[src/rtl/spi_slave_rx_4ch.sv]
// SPI responder for the 4-channel measurement link.
// Deserialises 16-bit MSB-first MOSI frames into CH0..CH3 in frame order,
// strobes per word and per 4-word burst, and returns a status word on MISO.
module spi_slave_rx_4ch #(
   parameter int unsigned GAP_TIMEOUT  = 64,
   parameter logic [15:0] RESP_DEFAULT = 16'h0000
) (
   input  logic        clk,
   input  logic        rst,
   input  logic        sck,
   input  logic        ss,
   input  logic        mosi,
   output logic        miso,
   input  logic [15:0] tx_data,
   output logic [15:0] ch0_data,
   output logic [15:0] ch1_data,
   output logic [15:0] ch2_data,
   output logic [15:0] ch3_data,
   output logic        word_valid,
   output logic [1:0]  word_ch,
   output logic        burst_valid,
   output logic        frame_err
);

   localparam int unsigned GW = $clog2(GAP_TIMEOUT + 1);

   typedef enum logic [1:0] {
      ST_IDLE  = 2'd0,
      ST_SHIFT = 2'd1,
      ST_DONE  = 2'd2
   } state_t;

   // synchroniser and history stages
   logic sck_s1_q, sck_s2_q, sck_h_q;
   logic ss_s1_q, ss_s2_q, ss_h_q;
   logic mosi_s1_q, mosi_s2_q, mosi_h_q;

   logic sck_fall, ss_fall, ss_rise;

   state_t        state_q, state_d;
   logic [4:0]    bit_cnt_q, bit_cnt_d;
   logic [GW-1:0] gap_q, gap_d;
   logic [1:0]    idx_q, idx_d;
   logic [15:0]   shift_q, shift_d;
   logic [15:0]   resp_q, resp_d;
   logic          miso_q, miso_d;
   logic [15:0]   ch_q [4];
   logic [15:0]   ch_d [4];
   logic          wv_q, wv_d;
   logic [1:0]    wch_q, wch_d;
   logic          bv_q, bv_d;
   logic          fe_q, fe_d;
   logic [15:0]   word;

   // 2-FF synchronisers plus history FF; SS rests high so no edge fires out of reset
   always_ff @(posedge clk) begin
      if (rst) begin
         sck_s1_q  <= 1'b0;
         sck_s2_q  <= 1'b0;
         sck_h_q   <= 1'b0;
         ss_s1_q   <= 1'b1;
         ss_s2_q   <= 1'b1;
         ss_h_q    <= 1'b1;
         mosi_s1_q <= 1'b0;
         mosi_s2_q <= 1'b0;
         mosi_h_q  <= 1'b0;
      end else begin
         sck_s1_q  <= sck;
         sck_s2_q  <= sck_s1_q;
         sck_h_q   <= sck_s2_q;
         ss_s1_q   <= ss;
         ss_s2_q   <= ss_s1_q;
         ss_h_q    <= ss_s2_q;
         mosi_s1_q <= mosi;
         mosi_s2_q <= mosi_s1_q;
         mosi_h_q  <= mosi_s2_q;
      end
   end

   // edge detects on synchronised stage 2 versus history
   always_comb begin
      sck_fall = sck_h_q & ~sck_s2_q;
      ss_fall  = ss_h_q & ~ss_s2_q;
      ss_rise  = ~ss_h_q & ss_s2_q;
      // mosi_h_q is the MOSI sample aligned with the last SCK-high sample,
      // so it is the bit held steady across the falling edge
      word     = {shift_q[14:0], mosi_h_q};
   end

   // state and datapath registers
   always_ff @(posedge clk) begin
      if (rst) begin
         state_q   <= ST_IDLE;
         bit_cnt_q <= '0;
         gap_q     <= '0;
         idx_q     <= '0;
         shift_q   <= '0;
         resp_q    <= RESP_DEFAULT;
         miso_q    <= 1'b0;
         for (int unsigned i = 0; i < 4; i++) ch_q[i] <= '0;
         wv_q      <= 1'b0;
         wch_q     <= '0;
         bv_q      <= 1'b0;
         fe_q      <= 1'b0;
      end else begin
         state_q   <= state_d;
         bit_cnt_q <= bit_cnt_d;
         gap_q     <= gap_d;
         idx_q     <= idx_d;
         shift_q   <= shift_d;
         resp_q    <= resp_d;
         miso_q    <= miso_d;
         for (int unsigned i = 0; i < 4; i++) ch_q[i] <= ch_d[i];
         wv_q      <= wv_d;
         wch_q     <= wch_d;
         bv_q      <= bv_d;
         fe_q      <= fe_d;
      end
   end

   // next-state, shifting, word commit and strobes
   always_comb begin
      state_d   = state_q;
      bit_cnt_d = bit_cnt_q;
      gap_d     = gap_q;
      idx_d     = idx_q;
      shift_d   = shift_q;
      resp_d    = resp_q;
      miso_d    = miso_q;
      for (int unsigned i = 0; i < 4; i++) ch_d[i] = ch_q[i];
      wv_d      = 1'b0;
      wch_d     = wch_q;
      bv_d      = 1'b0;
      fe_d      = 1'b0;

      case (state_q)
         ST_IDLE: begin
            if (ss_fall) begin
               state_d   = ST_SHIFT;
               resp_d    = tx_data;
               miso_d    = tx_data[15];
               bit_cnt_d = '0;
               gap_d     = '0;
            end else if (ss_s2_q) begin
               if (gap_q != GW'(GAP_TIMEOUT)) gap_d = gap_q + GW'(1);
               if (gap_d == GW'(GAP_TIMEOUT)) idx_d = '0;
            end
         end

         ST_SHIFT: begin
            // SS edges win over SCK, except a 16th fall coincident with SS rise
            if (ss_rise) begin
               state_d = ST_IDLE;
               miso_d  = 1'b0;
               if (sck_fall && bit_cnt_q == 5'd15) begin
                  ch_d[idx_q] = word;
                  wv_d        = 1'b1;
                  wch_d       = idx_q;
                  bv_d        = (idx_q == 2'd3);
                  idx_d       = idx_q + 2'd1;
                  bit_cnt_d   = 5'd16;
               end else if (bit_cnt_q != 5'd0) begin
                  fe_d  = 1'b1;
                  idx_d = '0;
               end
            end else if (sck_fall) begin
               shift_d   = word;
               bit_cnt_d = bit_cnt_q + 5'd1;
               resp_d    = {resp_q[14:0], 1'b0};
               miso_d    = resp_q[14];
               if (bit_cnt_q == 5'd15) begin
                  ch_d[idx_q] = word;
                  wv_d        = 1'b1;
                  wch_d       = idx_q;
                  bv_d        = (idx_q == 2'd3);
                  idx_d       = idx_q + 2'd1;
                  state_d     = ST_DONE;
               end
            end
         end

         ST_DONE: begin
            if (ss_rise) begin
               state_d = ST_IDLE;
               miso_d  = 1'b0;
            end
         end

         default: state_d = ST_IDLE;
      endcase
   end

   // output mapping
   always_comb begin
      miso        = miso_q;
      ch0_data    = ch_q[0];
      ch1_data    = ch_q[1];
      ch2_data    = ch_q[2];
      ch3_data    = ch_q[3];
      word_valid  = wv_q;
      word_ch     = wch_q;
      burst_valid = bv_q;
      frame_err   = fe_q;
   end

endmodule

[config.mk]
export PLATFORM = sky130hd
export DESIGN_NAME = spi_slave_rx_4ch
export DESIGN_NICKNAME = d
export VERILOG_FILES = /design/src/rtl/spi_slave_rx_4ch.sv
export SDC_FILE = /design/constraint.sdc
export NUM_CORES = 1
export LEC_CHECK = 0
export ABC_AREA = 1
export BUFFER_PORTS_ARGS = -buffer_cell sky130_fd_sc_hd__buf_2
export CAP_MARGIN = 20
export CORE_MARGIN = 2
export CORE_UTILIZATION = 59
export CTS_CLUSTER_SIZE = 14
export DETAILED_ROUTE_END_ITERATION = 6
export PLACE_DENSITY = 0.85
export SYNTH_ARGS = -nofsm -noshare
export SYNTH_HDL_FRONTEND = slang
export SYNTH_SLANG_ARGS = --single-unit
[constraint.sdc]
create_clock -name clk -period 3 [get_ports clk]
set_clock_uncertainty 0.2 [all_clocks]
set_input_delay 0.3 -clock clk [delete_from_list [all_inputs] [get_ports clk]]
set_output_delay 0.3 -clock clk [all_outputs]
set_load 0.01 [all_outputs]
==> results.sh, run 1 <==
export IMPL_run_status="finished, final reports clean"
export IMPL_ioPinCount=91
export IMPL_powerDensity_nw_per_um2=780
export IMPL_slew_headroom=0.629
export IMPL_setup_tns_ns=0
export IMPL_drive_gt1_frac=0.212
export IMPL_drt_iter0_markers=201
export IMPL_synthTopCellsByArea="dfxtp_1, nor2_1, o21ai_0"
export IMPL_final_nets=790
export IMPL_synth_cell_types=31
export IMPL_cp_arrival_ns=2.91
export IMPL_reg2reg_depth=9
export IMPL_grt_usage=0.275
export IMPL_vias_per_cell=5.37
export IMPL_routed_top_layer="met4"
export IMPL_ys_warn_count=0
export IMPL_ant_nets=0
export IMPL_power_frac_clock=0.422
export IMPL_synth_top_cell_area_share=0.501
export IMPL_dieHeight_um=96.0
export IMPL_switching_share=0.307
export IMPL_finalSetupViolations=0
export IMPL_drv_slew=0
export IMPL_antenna_cells=0
export IMPL_first_pass_iters=5
export IMPL_peakVddDrop_uv=539
export IMPL_hold_viol_final=0
export IMPL_r2r_slack_ns=0.35
export IMPL_grt_overflow=0
export IMPL_postCtsSetupBuffers=0
export IMPL_holdCritStartpoint="mosi_s2_q"
export IMPL_cp_top_family="buffers and inverters"
export IMPL_initial_utilization=0.608
export IMPL_postSynthAreaPerCell_um2=7.68
export IMPL_fin_crit_sh=0.882
export IMPL_crit_chain="inv_1, ha_1, inv_2, a21oi_1, nor2_1, buf_4, nand3_1, a21oi_1, dlygate4sd3_1"
export IMPL_crit_start="state_q[1]"
export IMPL_synth_most_common_cell="nor2_1"
export IMPL_synth_ff_type="dfxtp_1"
export IMPL_min_path_type="flop to flop"
export IMPL_finalCriticalPeriod_ns=2.65
export IMPL_min_to="mosi_h_q"
export IMPL_clk_latency_ns=0.52
export IMPL_place_ws_ns=0.858
export IMPL_path_max_fanout=29
export IMPL_cts_path_max_buffers=2
export IMPL_power_total_mw=4.91
export IMPL_leakagePower_nw=2.87
export IMPL_routed_wl_um=12100
export IMPL_die_area_um2=9210
export IMPL_holdWs_ns=0.212
export IMPL_ys_ff_latch=125
export IMPL_crit_reg2reg_launch="state_q[1]"
export IMPL_root_buffer="clkbuf_8"
export IMPL_via_count=4694
export IMPL_layout_setup_ws_ns=0.353
export IMPL_power_frac_seq=0.387
export IMPL_clk_pin_slew_ns=0.06
export IMPL_syn_inst=650
export IMPL_worstSetupEndpointType="flop"
export IMPL_maxCapViolCount=0
export IMPL_cts_tree="built"
export IMPL_intPower_mw=3.40
export IMPL_h_tree_depth=4
export IMPL_area_growth_syn_to_layout_pct=25.9
export IMPL_syn_nets=684
export IMPL_synth_common_cells="nor2_1, dfxtp_1, o21ai_0"
export IMPL_crit_required_ns=3.27
export IMPL_fin_cells=874
export IMPL_dp_final_hpwl_um=7720
export IMPL_crit_slowest_cell="dlygate4sd3_1"
export IMPL_drc_errors=0
export IMPL_met1_length_um=4830
export IMPL_wl_per_cell_um=13.8
export IMPL_yosysTopAreaCell="dfxtp_1"
export IMPL_fill_cells=587
export IMPL_holdPathStages=2
export IMPL_cp_start_kind="flop"
export IMPL_antenna_found_initial=0
export IMPL_ys_async_sr_fraction=0
export IMPL_slowest_delay_ns=0.55
export IMPL_worst_pin_slew_ns=0.552
export IMPL_grt_pass1_wl_um=19600
export IMPL_coreArea_um2=8220
export IMPL_cts_sinks=125
export IMPL_max_freq_mhz=378
export IMPL_grt_max_degree=44
export IMPL_p_sw_mw=1.50
export IMPL_path_common_cell="a21oi_1"
export IMPL_cts_buffers=17
export IMPL_dp_cells=819
export IMPL_rows=33
export IMPL_met3_length_um=679
export IMPL_worst_r2r_endpoint="resp_q[0]"
export IMPL_wl_met2_um=6260
export IMPL_path_class="flop to flop"
export IMPL_fp_dieW_um=96.0
export IMPL_gp_congestion=0.859
export IMPL_synth_edff_count=0
export IMPL_grt_pass1_vias=4387
export IMPL_grt_setup_unrepaired="false"
export IMPL_seq_area_frac_synth=0.501
export IMPL_io_buffers=90
export IMPL_critPathBufInv=4
export IMPL_comb_power_share=0.190
export IMPL_syn_area_um2=4990
registers in the layout, summed over array words and instances, names as in the netlist, 2 cells and up:
| signal | flops |
|---|---|
| bit_cnt_q | 5 |
| shift_q | 15 |
| gap_q | 7 |
| idx_q | 2 |
| resp_q | 15 |
| word_ch | 2 |
| ch_q | 64 |
| state_q | 2 |
worst max path at each step:
stage                         endpoint  cells past startpoint
after floorplan            ch_q[3][10]                     10
after global placement    bit_cnt_q[3]                     11
after detailed placement    ch_q[0][7]                      8
after CTS                    resp_q[0]                      9
after global routing         resp_q[0]                      9
final                        resp_q[0]                      9
kinds of logic (layout without fill, tap and decap cells):
kind of cell    count (synthesis)  in the layout  synth area share
flops                         125            125             0.501
buf+inv                        72            191            0.0622
fa+ha+maj                      13             13            0.0326
simple gates                  296            296             0.252
compound gates                143            143             0.151
xor+xnor                        1              1           0.00175
per-layer routing:
layer,track usage,up-vias
li1,-,2319
met1,0.316,2178
met2,0.481,165
met3,0.0658,32
met4,0.121,0
met5,0,-
tightest hold or removal path, cell delays in order (launching register included):
cell and delay (ns):
dfxtp_1 0.30, inv_1 0.04, nor2_1 0.03
stage by stage:
stage / utilization / area [um2]
CTS: 0.765 / 6290
global placement: 0.664 / 5460
finish: 0.765 / 6290
detailed placement: 0.664 / 5460
floorplan: - / 4990
global route: 0.765 / 6290
repair_timing:
item / 4_1_cts / 5_1_grt
hold buffers: 23 / 0
resized for setup: 0 / 0
hold endpoints to repair: 30 / 0
power groups by stage:
stage	combinational, mW	clock (mW)	sequential, mW
final	0.933	2.07	1.90
after global routing	1.05	2.16	1.91
after CTS	0.917	2.07	1.90
after detailed placement	0.870	0	1.93
after global placement	0.832	0	1.92
after floorplan	0.728	0	1.90
cells in the final DEF (no fill, tap or decap):
| cell | instances |
|---|---|
| nand2_1 | 62 |
| inv_6 | 5 |
| a21oi_1 | 17 |
| nor3_1 | 4 |
| buf_4 | 4 |
| nand3_1 | 15 |
| nor2_2 | 1 |
| xor2_1 | 1 |
| inv_1 | 29 |
| a2bb2oi_1 | 1 |
| a211oi_1 | 1 |
| o21ai_1 | 21 |
| clkinv_2 | 6 |
| o21ai_2 | 1 |
| nand4_1 | 2 |
| nand2_2 | 7 |
| inv_2 | 9 |
| clkinvlp_4 | 1 |
| a31oi_1 | 15 |
| clkbuf_16 | 16 |
| nand2_4 | 6 |
| clkbuf_8 | 1 |
| a21oi_2 | 2 |
| nor2_8 | 1 |
| nor2_1 | 192 |
| buf_2 | 90 |
| clkinv_4 | 4 |
| nor2_4 | 1 |
| or2_2 | 3 |
| dfxtp_1 | 125 |
| bufinv_16 | 3 |
| dlygate4sd3_1 | 23 |
| o21ai_0 | 85 |
| nor3_2 | 1 |
| nand3_4 | 1 |
| ha_1 | 13 |
cell type report:
class,count,area (um2),share of cell area
clock buffers,17,414,0.0659
clock inverters,15,186,0.0297
inverters,42,163,0.0259
multi-input cells,453,2180,0.347
flip-flops and latches,125,2500,0.398
well taps,105,131,0.0209
repair buffers,117,711,0.113
Power figures use the tool's default switching activity.
==> inputs of run 2 (changes only) <==
--- a/config.mk
+++ b/config.mk
@@ -8,8 +8,10 @@
 export ABC_AREA = 1
 export BUFFER_PORTS_ARGS = -buffer_cell sky130_fd_sc_hd__buf_2
 export CAP_MARGIN = 20
+export CELL_PAD_IN_SITES_DETAIL_PLACEMENT = 1
+export CELL_PAD_IN_SITES_GLOBAL_PLACEMENT = 1
 export CORE_MARGIN = 2
-export CORE_UTILIZATION = 59
+export CORE_UTILIZATION = 43
 export CTS_CLUSTER_SIZE = 14
 export DETAILED_ROUTE_END_ITERATION = 6
 export PLACE_DENSITY = 0.85
==> run 2 against run 1 <==
Compared with the run above:
- cell count rose by 3.8%
- fmax rose by 14%
- final area fell by 0.34%
- wire length rose by 15%
- count of clock-buffer cells in the layout rose by 9
- utilization fell by 21 points
- power fell by 2.1%
- critical path depth did not move
==> results.sh, run 2 (synthesis results as in run 1) <==
export IMPL_slew_headroom=0.648
export IMPL_crit_reg2reg_launch="state_q[1]"
export IMPL_min_to="sck_s2_q"
export IMPL_power_total_mw=4.80
export IMPL_drt_iter0_markers=210
export IMPL_h_tree_depth=4
export IMPL_r2r_slack_ns=0.69
export IMPL_grt_setup_unrepaired="false"
export IMPL_powerDensity_nw_per_um2=766
export IMPL_clk_pin_slew_ns=0.05
export IMPL_multiInputGateArea_um2=2180
export IMPL_ctsHoldBuffers=19
export IMPL_cp_arrival_ns=2.41
export IMPL_switching_share=0.300
export IMPL_fp_dieW_um=112
export IMPL_path_common_cell="nor2_1"
export IMPL_rows=39
export IMPL_slowest_delay_ns=0.35
export IMPL_top_regs="ch_q (64), resp_q (15), shift_q (15)"
export IMPL_intPower_mw=3.36
export IMPL_run_status="finished, final reports clean"
export IMPL_worstSetupEndpointType="flop"
export IMPL_dieHeight_um=112
export IMPL_comb_power_share=0.198
export IMPL_grt_overflow=0
export IMPL_dp_cells=856
export IMPL_vias_per_cell=5.15
export IMPL_worst_pin_slew_ns=0.525
export IMPL_coreArea_um2=11400
export IMPL_ioPinCount=91
export IMPL_antenna_found_initial=0
export IMPL_antenna_cells=0
export IMPL_grt_pass1_vias=4946
export IMPL_leakagePower_nw=2.83
export IMPL_reg2reg_depth=9
export IMPL_fin_cells=907
export IMPL_path_max_fanout=20
export IMPL_drv_slew=0
export IMPL_regArea_um2=2500
export IMPL_drc_errors=0
export IMPL_holdPathStages=2
export IMPL_cts_tree="built"
export IMPL_holdCritStartpoint="rst"
export IMPL_area_growth_syn_to_layout_pct=25.5
export IMPL_final_nets=785
export IMPL_largest_register="ch_q"
export IMPL_grt_pass1_wl_um=23100
export IMPL_initial_utilization=0.439
export IMPL_crit_slowest_cell="dfxtp_1"
export IMPL_wl_per_cell_um=15.3
export IMPL_power_frac_seq=0.397
export IMPL_cts_path_max_buffers=2
export IMPL_worst_r2r_endpoint="ch_q[3][10]"
export IMPL_min_path_type="input port to flop"
export IMPL_path_class="flop to flop"
export IMPL_peakVddDrop_uv=360
export IMPL_finalCriticalPeriod_ns=2.31
export IMPL_crit_chain="inv_1, ha_1, buf_4, inv_2, nor2_8, nand2_4, clkinv_2, nor2_1, nor2_1"
export IMPL_ant_nets=0
export IMPL_via_count=4671
export IMPL_root_buffer="clkbuf_16"
export IMPL_routed_wl_um=13900
export IMPL_dp_final_hpwl_um=9270
export IMPL_grt_usage=0.229
export IMPL_cts_resized_gates=0
export IMPL_postCtsSetupBuffers=0
export IMPL_post_route_util=0.551
export IMPL_p_sw_mw=1.44
export IMPL_power_frac_clock=0.406
export IMPL_cts_buffers=17
export IMPL_gp_congestion=0.771
export IMPL_fin_crit_sh=0.771
export IMPL_crit_required_ns=3.10
export IMPL_largest_reg_flops=64
export IMPL_io_buffers=90
export IMPL_final_cell_mix="nor2_1, dfxtp_1, buf_2"
export IMPL_maxCapViolCount=0
export IMPL_max_freq_mhz=433
export IMPL_setup_tns_ns=0
export IMPL_drive_gt1_frac=0.207
export IMPL_fill_cells=1412
export IMPL_die_area_um2=12500
export IMPL_hold_viol_final=0
export IMPL_grt_max_degree=80
export IMPL_cp_start_kind="flop"
export IMPL_final_common_cell="nor2_1"
export IMPL_first_pass_iters=4
export IMPL_cts_sinks=125
export IMPL_finalSetupViolations=0
export IMPL_clk_latency_ns=0.42
==> run 2: cell types whose count changed in the layout (fill, tap and decap cells not counted), sizes merged <==
cell,previous run,this run
inv,43,38
buf,94,93
bufinv,3,1
clkinv,10,8
dlygate4sd3,23,19
clkbuf,17,26
==> run 2: worst max-delay path by stage <==
stage / endpoint / start / slack, ns
2_1_floorplan: ch_q[3][10] / bit_cnt_q[0] / 1.13
3_3_place_gp: ch_q[1][14] / state_q[1] / 0.88
3_5_place_dp: ch_q[0][7] / state_q[1] / 0.75
4_1_cts: ch_q[0][8] / state_q[1] / 0.72
5_1_grt: ch_q[0][4] / state_q[1] / 0.49
6_report: ch_q[3][10] / state_q[1] / 0.69
==> run 2: power groups by stage <==
| stage | registers (mW) | logic (mW) | clock network (mW) |
|---|---|---|---|
| 2_1_floorplan | 1.90 | 0.728 | 0 |
| 3_3_place_gp | 1.92 | 0.857 | 0 |
| 3_5_place_dp | 1.93 | 0.903 | 0 |
| 4_1_cts | 1.90 | 0.943 | 1.98 |
| 5_1_grt | 1.92 | 1.07 | 2.05 |
| 6_report | 1.91 | 0.948 | 1.95 |
==> run 2: worst max-delay path, delay by kind of cell, from the launching register on <==
kind | cells | cell delay [ns]
adders and majority gates | 1 | 0.18
and+or+nand+nor | 4 | 0.59
DFF | 1 | 0.35
buffers and inverters | 4 | 0.85
==> run 2: stage by stage <==
step           hold slack (ns)  cell area [um2]  setup WS, ns
6_report                0.0682             6270         0.688
5_1_grt                 0.0925             6270         0.488
3_3_place_gp             0.193             5510         0.882
2_1_floorplan            0.188             4990          1.13
4_1_cts                 0.0607             6270         0.716
3_5_place_dp             0.199             5510         0.751
==> run 2: layer usage <==
metal  share of wire  track usage
met1            0.41        0.243
met2            0.53        0.429
met3           0.034       0.0593
met4           0.024       0.0938
met5               0            0
==> run 2: final cells by class <==
cell class | count | area share
repair buffers | 112 | 0.108
clock inverters | 6 | 0.00919
flip-flops and latches | 125 | 0.399
multi-input cells | 453 | 0.348
well taps | 143 | 0.0286
inverters | 42 | 0.0260
clock buffers | 26 | 0.0813
